File: config.mk
export PLATFORM = sky130hd
export DESIGN_NAME = hc595_chain_seg7_driver_flat
export DESIGN_NICKNAME = d
export VERILOG_FILES = /design/src/rtl/seg7_pkg.sv /design/src/rtl/hc595_chain_seg7_driver_if.sv /design/src/rtl/seg7_hex_encode.sv /design/src/rtl/hc595_chain_seg7_driver.sv /design/src/flat_wrapper.sv
export SDC_FILE = /design/constraint.sdc
export NUM_CORES = 1
export LEC_CHECK = 0
export BUFFER_PORTS_ARGS = -buffer_cell sky130_fd_sc_hd__buf_2
export CORE_ASPECT_RATIO = 1.75
export CORE_MARGIN = 5
export CORE_UTILIZATION = 64
export DETAILED_ROUTE_END_ITERATION = 8
export GPL_TIMING_DRIVEN = 0
export PLACE_DENSITY = 0.85
export SYNTH_ARGS = -nofsm -noshare
export SYNTH_HDL_FRONTEND = slang
export SYNTH_SLANG_ARGS = --single-unit
File: constraint.sdc
create_clock -name clk -period 3.35 [get_ports clk]
set_clock_uncertainty 0.05 [all_clocks]
set_input_delay 0.335 -clock clk [delete_from_list [all_inputs] [get_ports clk]]
set_output_delay 0.335 -clock clk [all_outputs]
set_load 0.1 [all_outputs]
File: src/rtl/seg7_pkg.sv
// Shared 7-segment constants: active-high glyphs (bit7 = DP, bits6..0 = g..a) and driver FSM states.
// Pure constants and a lookup helper; no timing or flow control of its own.
package seg7_pkg;

  localparam int         SEG_DP_BIT = 7;
  localparam logic [7:0] SEG_OFF    = 8'h00;

  // Entry n is the glyph for hex digit n; index 15 is written first.
  localparam logic [15:0][7:0] SEG_GLYPH = {
    8'h71, 8'h79, 8'h5E, 8'h39, 8'h7C, 8'h77, 8'h6F, 8'h7F,
    8'h07, 8'h7D, 8'h6D, 8'h66, 8'h4F, 8'h5B, 8'h06, 8'h3F
  };

  typedef enum logic [1:0] {
    ST_IDLE  = 2'd0,
    ST_SHIFT = 2'd1,
    ST_LATCH = 2'd2
  } drv_state_t;

  function automatic logic [7:0] seg7_glyph(input logic [3:0] nibble);
    return SEG_GLYPH[nibble];
  endfunction

endpackage

File: src/rtl/hc595_chain_seg7_driver_if.sv
// Request/status and '595 serial bundle between the numeric datapath and the driver.
// Master is the requester; slave is the driver that owns the serial pins and busy/done.
interface hc595_chain_seg7_driver_if #(
  parameter int DIGITS = 4
);
  logic                  start;
  logic [4*DIGITS-1:0]   digits;
  logic [DIGITS-1:0]     dp;
  logic [DIGITS-1:0]     blank;
  logic                  sclk;
  logic                  sdata;
  logic                  rclk;
  logic                  busy;
  logic                  done;

  modport master (
    output start, digits, dp, blank,
    input  sclk, sdata, rclk, busy, done
  );

  modport slave (
    input  start, digits, dp, blank,
    output sclk, sdata, rclk, busy, done
  );
endinterface

File: src/rtl/seg7_hex_encode.sv
// Combinational hex nibble -> 7-segment byte with DP, blanking and output polarity applied.
// Zero latency; no flow control.
module seg7_hex_encode
  import seg7_pkg::*;
#(
  parameter bit ACTIVE_LOW = 1'b1
) (
  input  logic [3:0] nibble,
  input  logic       dp,
  input  logic       blank,
  output logic [7:0] seg
);

  logic [7:0] seg_hi;

  // Blanking wins over DP so a blanked digit is fully dark.
  always_comb begin
    seg_hi = SEG_OFF;
    if (!blank) begin
      seg_hi             = seg7_glyph(nibble);
      seg_hi[SEG_DP_BIT] = dp;
    end
  end

  assign seg = ACTIVE_LOW ? ~seg_hi : seg_hi;

endmodule

File: src/rtl/hc595_chain_seg7_driver.sv
// Captures one frame on start, shifts it MSB-first to a '595 chain, then pulses rclk; busy (16*DIGITS+1)*CLK_DIV cycles.
// start is ignored while busy (no queueing); a start in the done cycle begins the next frame immediately.
module hc595_chain_seg7_driver
  import seg7_pkg::*;
#(
  parameter int DIGITS     = 4,
  parameter int CLK_DIV    = 250,
  parameter bit ACTIVE_LOW = 1'b1
) (
  input  logic                        clk,
  input  logic                        rst_n,
  hc595_chain_seg7_driver_if.slave    bus
);

  localparam int FRAME_W = 8 * DIGITS;
  localparam int DIV_W   = (CLK_DIV > 1) ? $clog2(CLK_DIV) : 1;
  localparam int BIT_W   = $clog2(FRAME_W);

  localparam logic [DIV_W-1:0] DIV_LAST = DIV_W'(CLK_DIV - 1);
  localparam logic [BIT_W-1:0] BIT_LAST = BIT_W'(FRAME_W - 1);

  logic [FRAME_W-1:0] frame;

  drv_state_t         state_q, state_d;
  logic [DIV_W-1:0]   div_q,   div_d;
  logic [BIT_W-1:0]   bit_q,   bit_d;
  logic [FRAME_W-1:0] shift_q, shift_d;
  logic               sclk_q,  sclk_d;
  logic               done_q,  done_d;

  // Digit i lands in byte i, so the highest digit sits at the MSB and leaves first.
  for (genvar i = 0; i < DIGITS; i++) begin : g_enc
    seg7_hex_encode #(
      .ACTIVE_LOW (ACTIVE_LOW)
    ) u_enc (
      .nibble (bus.digits[4*i +: 4]),
      .dp     (bus.dp[i]),
      .blank  (bus.blank[i]),
      .seg    (frame[8*i +: 8])
    );
  end

  always_ff @(posedge clk or negedge rst_n) begin
    if (!rst_n) begin
      state_q <= ST_IDLE;
      div_q   <= '0;
      bit_q   <= '0;
      shift_q <= '0;
      sclk_q  <= 1'b0;
      done_q  <= 1'b0;
    end else begin
      state_q <= state_d;
      div_q   <= div_d;
      bit_q   <= bit_d;
      shift_q <= shift_d;
      sclk_q  <= sclk_d;
      done_q  <= done_d;
    end
  end

  always_comb begin
    state_d = state_q;
    div_d   = div_q;
    bit_d   = bit_q;
    shift_d = shift_q;
    sclk_d  = sclk_q;
    done_d  = 1'b0;

    unique case (state_q)
      ST_IDLE: begin
        if (bus.start) begin
          state_d = ST_SHIFT;
          shift_d = frame;
          div_d   = '0;
          bit_d   = '0;
          sclk_d  = 1'b0;
        end
      end

      ST_SHIFT: begin
        if (div_q == DIV_LAST) begin
          div_d = '0;
          if (!sclk_q) begin
            sclk_d = 1'b1;
          end else begin
            sclk_d = 1'b0;
            // The last bit stays on sdata through the latch phase.
            if (bit_q == BIT_LAST) begin
              state_d = ST_LATCH;
            end else begin
              bit_d   = bit_q + BIT_W'(1);
              shift_d = {shift_q[FRAME_W-2:0], 1'b0};
            end
          end
        end else begin
          div_d = div_q + DIV_W'(1);
        end
      end

      ST_LATCH: begin
        if (div_q == DIV_LAST) begin
          div_d   = '0;
          state_d = ST_IDLE;
          done_d  = 1'b1;
        end else begin
          div_d = div_q + DIV_W'(1);
        end
      end

      default: begin
        state_d = ST_IDLE;
      end
    endcase
  end

  assign bus.sclk  = sclk_q;
  assign bus.sdata = shift_q[FRAME_W-1];
  assign bus.rclk  = (state_q == ST_LATCH);
  assign bus.busy  = (state_q != ST_IDLE);
  assign bus.done  = done_q;

endmodule

File: src/flat_wrapper.sv
// flat-port wrapper written by rule: the top's interface ports become plain ports
module hc595_chain_seg7_driver_flat import seg7_pkg::*;
#(
  parameter int DIGITS     = 4,
  parameter int CLK_DIV    = 250,
  parameter bit ACTIVE_LOW = 1'b1
)
  (clk, rst_n, bus_start, bus_digits, bus_dp, bus_blank, bus_sclk, bus_sdata, bus_rclk, bus_busy, bus_done);
  hc595_chain_seg7_driver_if #(.DIGITS(DIGITS)) bus_i ();
  input  logic clk;
  input  logic rst_n;
  input wire logic [$bits(bus_i.start)-1:0] bus_start;
  input wire logic [$bits(bus_i.digits)-1:0] bus_digits;
  input wire logic [$bits(bus_i.dp)-1:0] bus_dp;
  input wire logic [$bits(bus_i.blank)-1:0] bus_blank;
  output wire logic [$bits(bus_i.sclk)-1:0] bus_sclk;
  output wire logic [$bits(bus_i.sdata)-1:0] bus_sdata;
  output wire logic [$bits(bus_i.rclk)-1:0] bus_rclk;
  output wire logic [$bits(bus_i.busy)-1:0] bus_busy;
  output wire logic [$bits(bus_i.done)-1:0] bus_done;
  assign bus_i.start = bus_start;
  assign bus_i.digits = bus_digits;
  assign bus_i.dp = bus_dp;
  assign bus_i.blank = bus_blank;
  assign bus_sclk = bus_i.sclk;
  assign bus_sdata = bus_i.sdata;
  assign bus_rclk = bus_i.rclk;
  assign bus_busy = bus_i.busy;
  assign bus_done = bus_i.done;
  hc595_chain_seg7_driver #(.DIGITS(DIGITS), .CLK_DIV(CLK_DIV), .ACTIVE_LOW(ACTIVE_LOW)) u_core (.clk(clk), .rst_n(rst_n), .bus(bus_i));
endmodule
==> key figures <==
Die
  – Initial Utilization: 65.0%
  – Die Y: 112 µm
  – Io pins: 32
  – Core Footprint: 5830 µm²
  – # rows: 37
  – Die X: 68.2 µm
  – DIE AREA: 7620 µm²

Finish
  – Share of cells above drive strength 1: a little over a fifth
  – Fillers: 453
  – Area delta synth->final: 9.28%
  – Most frequent cells in the layout: dfrtp_1, inv_1, buf_2
  – Layout Nets: approximately 490
  – Most common cell after layout, fill and taps aside: dfrtp_1
  – Final Cell Area: roughly 4100 µm²
  – Antenna cell count: 0

Drt
  – DRC Markers: 0
  – Post-DR vias/cell: 6.09
  – Total Wirelength: 8310 µm
  – Final ANT Viol Nets: 0
  – Wire per inst: 16.5 µm
  – DRT Pass-1 Iters: 4
  – Via count: 3,068
  – DRT iter0 DRCs: 232

Clock tree
  – Post-cts sizing count: 0
  – Root Buffer: clkbuf_8
  – CTS tree: yes
  – Clock Path Buffers: 2
  – Post-CTS Setup Bufs: 0
  – Worst skew pair latency: 0.31 ns
  – Clock sink total: 49
  – H-tree depth: 2
  – Clock buffer count from CTS: 5
  – Clock slew at reported path FFs: 0.09 ns
  – # hold bufs at CTS: 0

STA
  – Hold Fails Final Rpt: 0
  – Final Max Slew Viols: 0
  – Final worst slack: 0.658 ns
  – TNS Setup: 0 ns
  – Endpoints failing setup: 0
  – Period Utilization, post-route: 80.3%
  – Clock period minus worst slack: 2.69 ns
  – Max-Slew Margin vs Limit: 27.8%
  – Worst Max-Slew Pin Slew: between 1 and 1.5 ns
  – Fmax: 372 MHz
  – Unrepaired setup endpoints after global routing: no

Worst setup path
  – Cells on worst reg2reg path: 7
  – Top fanout value on the critical path: 10
  – Setup CP Type: reg2reg
  – Crit end category: flip-flop
  – Worst path most repeated cell: clkbuf_1
  – Worst path max stage delay: between 0.5 and 0.6 ns
  – Critical-path cell list: inv_1 > ha_1 > clkbuf_1 > buf_1 > clkbuf_1 > a21oi_1 > mux2_4
  – Critical Path AT: 2.84 ns
  – WP data required: 3.49 ns
  – Startpoint Class: flip-flop
  – Critical R2R Launch: u_core.state_q[1]
  – Critical Path Slowest Stage Cell: clkbuf_1
  – Reg2Reg Capture Point: u_core.shift_q[5]
  – Reg2reg setup slack: 0.66 ns

Power and ir drop
  – Max IR drop VDD: between 0.2 and 0.3 mV
  – Pwr per Cell Area: 283 nW/µm²
  – Pleak: 2.17 nW

Place
  – Pre-CTS setup slack: roughly 0.68 ns
  – Dpl hpwl: 6230 µm
  – RD Place Congestion: 0.836
  – Buffers added on ports: 30
  – Placed cell areas: 4040 µm²

Global routing
  – First-pass GRT wire length: approximately 14,000 µm
  – Antenna violations before repair: 0
  – Gr usage total: 23.7%
  – Vias in the first global route: between 3,000 and 4,000
  – Gr ovfl total: 0
  – Largest net degree at the start of global routing: 50

Yosys
  – Number of distinct library cells after synthesis: 60
  – Ys Warns: 0
  – Commonest register cell after synthesis: dfrtp_1
  – Register bit total from synthesis: between 40 and 50
  – EDFF count, synth: 0
  – Register area share after synthesis: 32.4%
  – FFs w/ async S/R, synth: 100%
  – Cell area after synthesis: 3790 µm²
  – Mean Syn Cell Area: between 9 and 10 µm²
  – Cell count after synthesis: approximately 390
  – Post-Syn Nets: ~450

Outcome
  – Status: finished clean

Worst hold path
  – Worst Hold Class: in2async

Flow run
  – Max_cap viols: 0
worst max-delay path: cells and delay by family, from the launching register on:
family,cells,cell delay [ns]
buffers and inverters,4,1.52
AO/OA/AOI/OAI,1,0.13
flip-flops,1,0.43
multiplexers,1,0.30
adder cells (fa/ha/maj),1,0.15
cell usage after synthesis, types with 4 or more instances:
cell type / count / share of area [%]
o21ai_0: 16 / 2.1
a21oi_1: 15 / 2.0
nand2_1: 32 / 3.2
a2111oi_0: 4 / 0.92
nand3_1: 7 / 0.92
nor2b_1: 10 / 1.7
nor3_1: 9 / 1.2
a211oi_1: 6 / 1.2
a22oi_1: 4 / 0.79
inv_1: 33 / 3.3
mux2_2: 13 / 3.9
a221oi_1: 4 / 0.92
clkbuf_1: 16 / 1.6
nand4_1: 4 / 0.66
mux2i_1: 10 / 2.6
mux2_4: 21 / 8.3
ha_1: 32 / 11
nor2_1: 18 / 1.8
o22ai_1: 5 / 0.83
dfrtp_1: 49 / 32
a2bb2oi_1: 15 / 3.5
how the worst max path moves through the flow:
stage | slack [ns] | cells after the start | to | from
global placement | 0.73 | 7 | u_core.shift_q[13] | u_core.state_q[1]
global route | 0.47 | 8 | u_core.bit_q[2] | u_core.state_q[1]
detailed placement | 0.68 | 7 | u_core.shift_q[13] | u_core.state_q[1]
CTS | 0.66 | 7 | u_core.shift_q[13] | u_core.state_q[1]
floorplan | 1.06 | 4 | u_core.shift_q[10] | u_core.bus.sclk
finish | 0.66 | 7 | u_core.shift_q[5] | u_core.state_q[1]
per-stage QoR:
step,total power (W),cells,hold slack [ns],util (%)
floorplan,0.000704,389,-0.0106,-
global placement,0.000758,497,0.427,69.2
detailed placement,0.000763,497,0.438,69.2
CTS,0.00118,504,0.211,71.0
global route,0.00123,504,0.239,71.0
finish,0.00117,504,0.175,71.0
metal layers:
layer / share of wire [%] / vias to the layer above / global-route usage (%)
met3: 2.8 / 30 / 3.83
met4: 4.3 / 0 / 13.3
li1: - / 1488 / -
met5: 0 / - / 0
met1: 39 / 1485 / 25.6
met2: 54 / 65 / 41.5
where the power goes:
group | switching [W] | total, W | internal (W)
Combinational | 0.0000944 | 0.000161 | 0.0000663
Sequential | 0 | 0.000591 | 0.000591
Clock | 0.000202 | 0.000420 | 0.000217
kinds of logic after synthesis:
group / after synthesis / share of synthesized area (%)
mux: 46 / 15.8
simple gates: 103 / 14.8
fa+ha+maj: 32 / 10.6
flops: 49 / 32.4
compound gates: 101 / 20.1
buf+inv: 58 / 6.44
state kept, by name (all words and copies together), names as in the netlist:
register	flops
u_core.shift_q	32
u_core.div_q	8
u_core.bit_q	5
u_core.state_q	2
u_core.bus.done	1
u_core.bus.sclk	1
area by class of cell:
type / count / area, µm² / area share [%]
inverter: 34 / 128 / 3.08
multi-input combinational: 282 / 2320 / 56.0
buffer: 24 / 116 / 2.81
clock inverter: 2 / 35.0 / 0.846
sequential: 49 / 1230 / 29.6
timing repair buffer: 30 / 150 / 3.63
clock buffer: 5 / 68.8 / 1.66
tap: 78 / 97.6 / 2.36
Note: power is estimated with default switching activity, not from simulation.
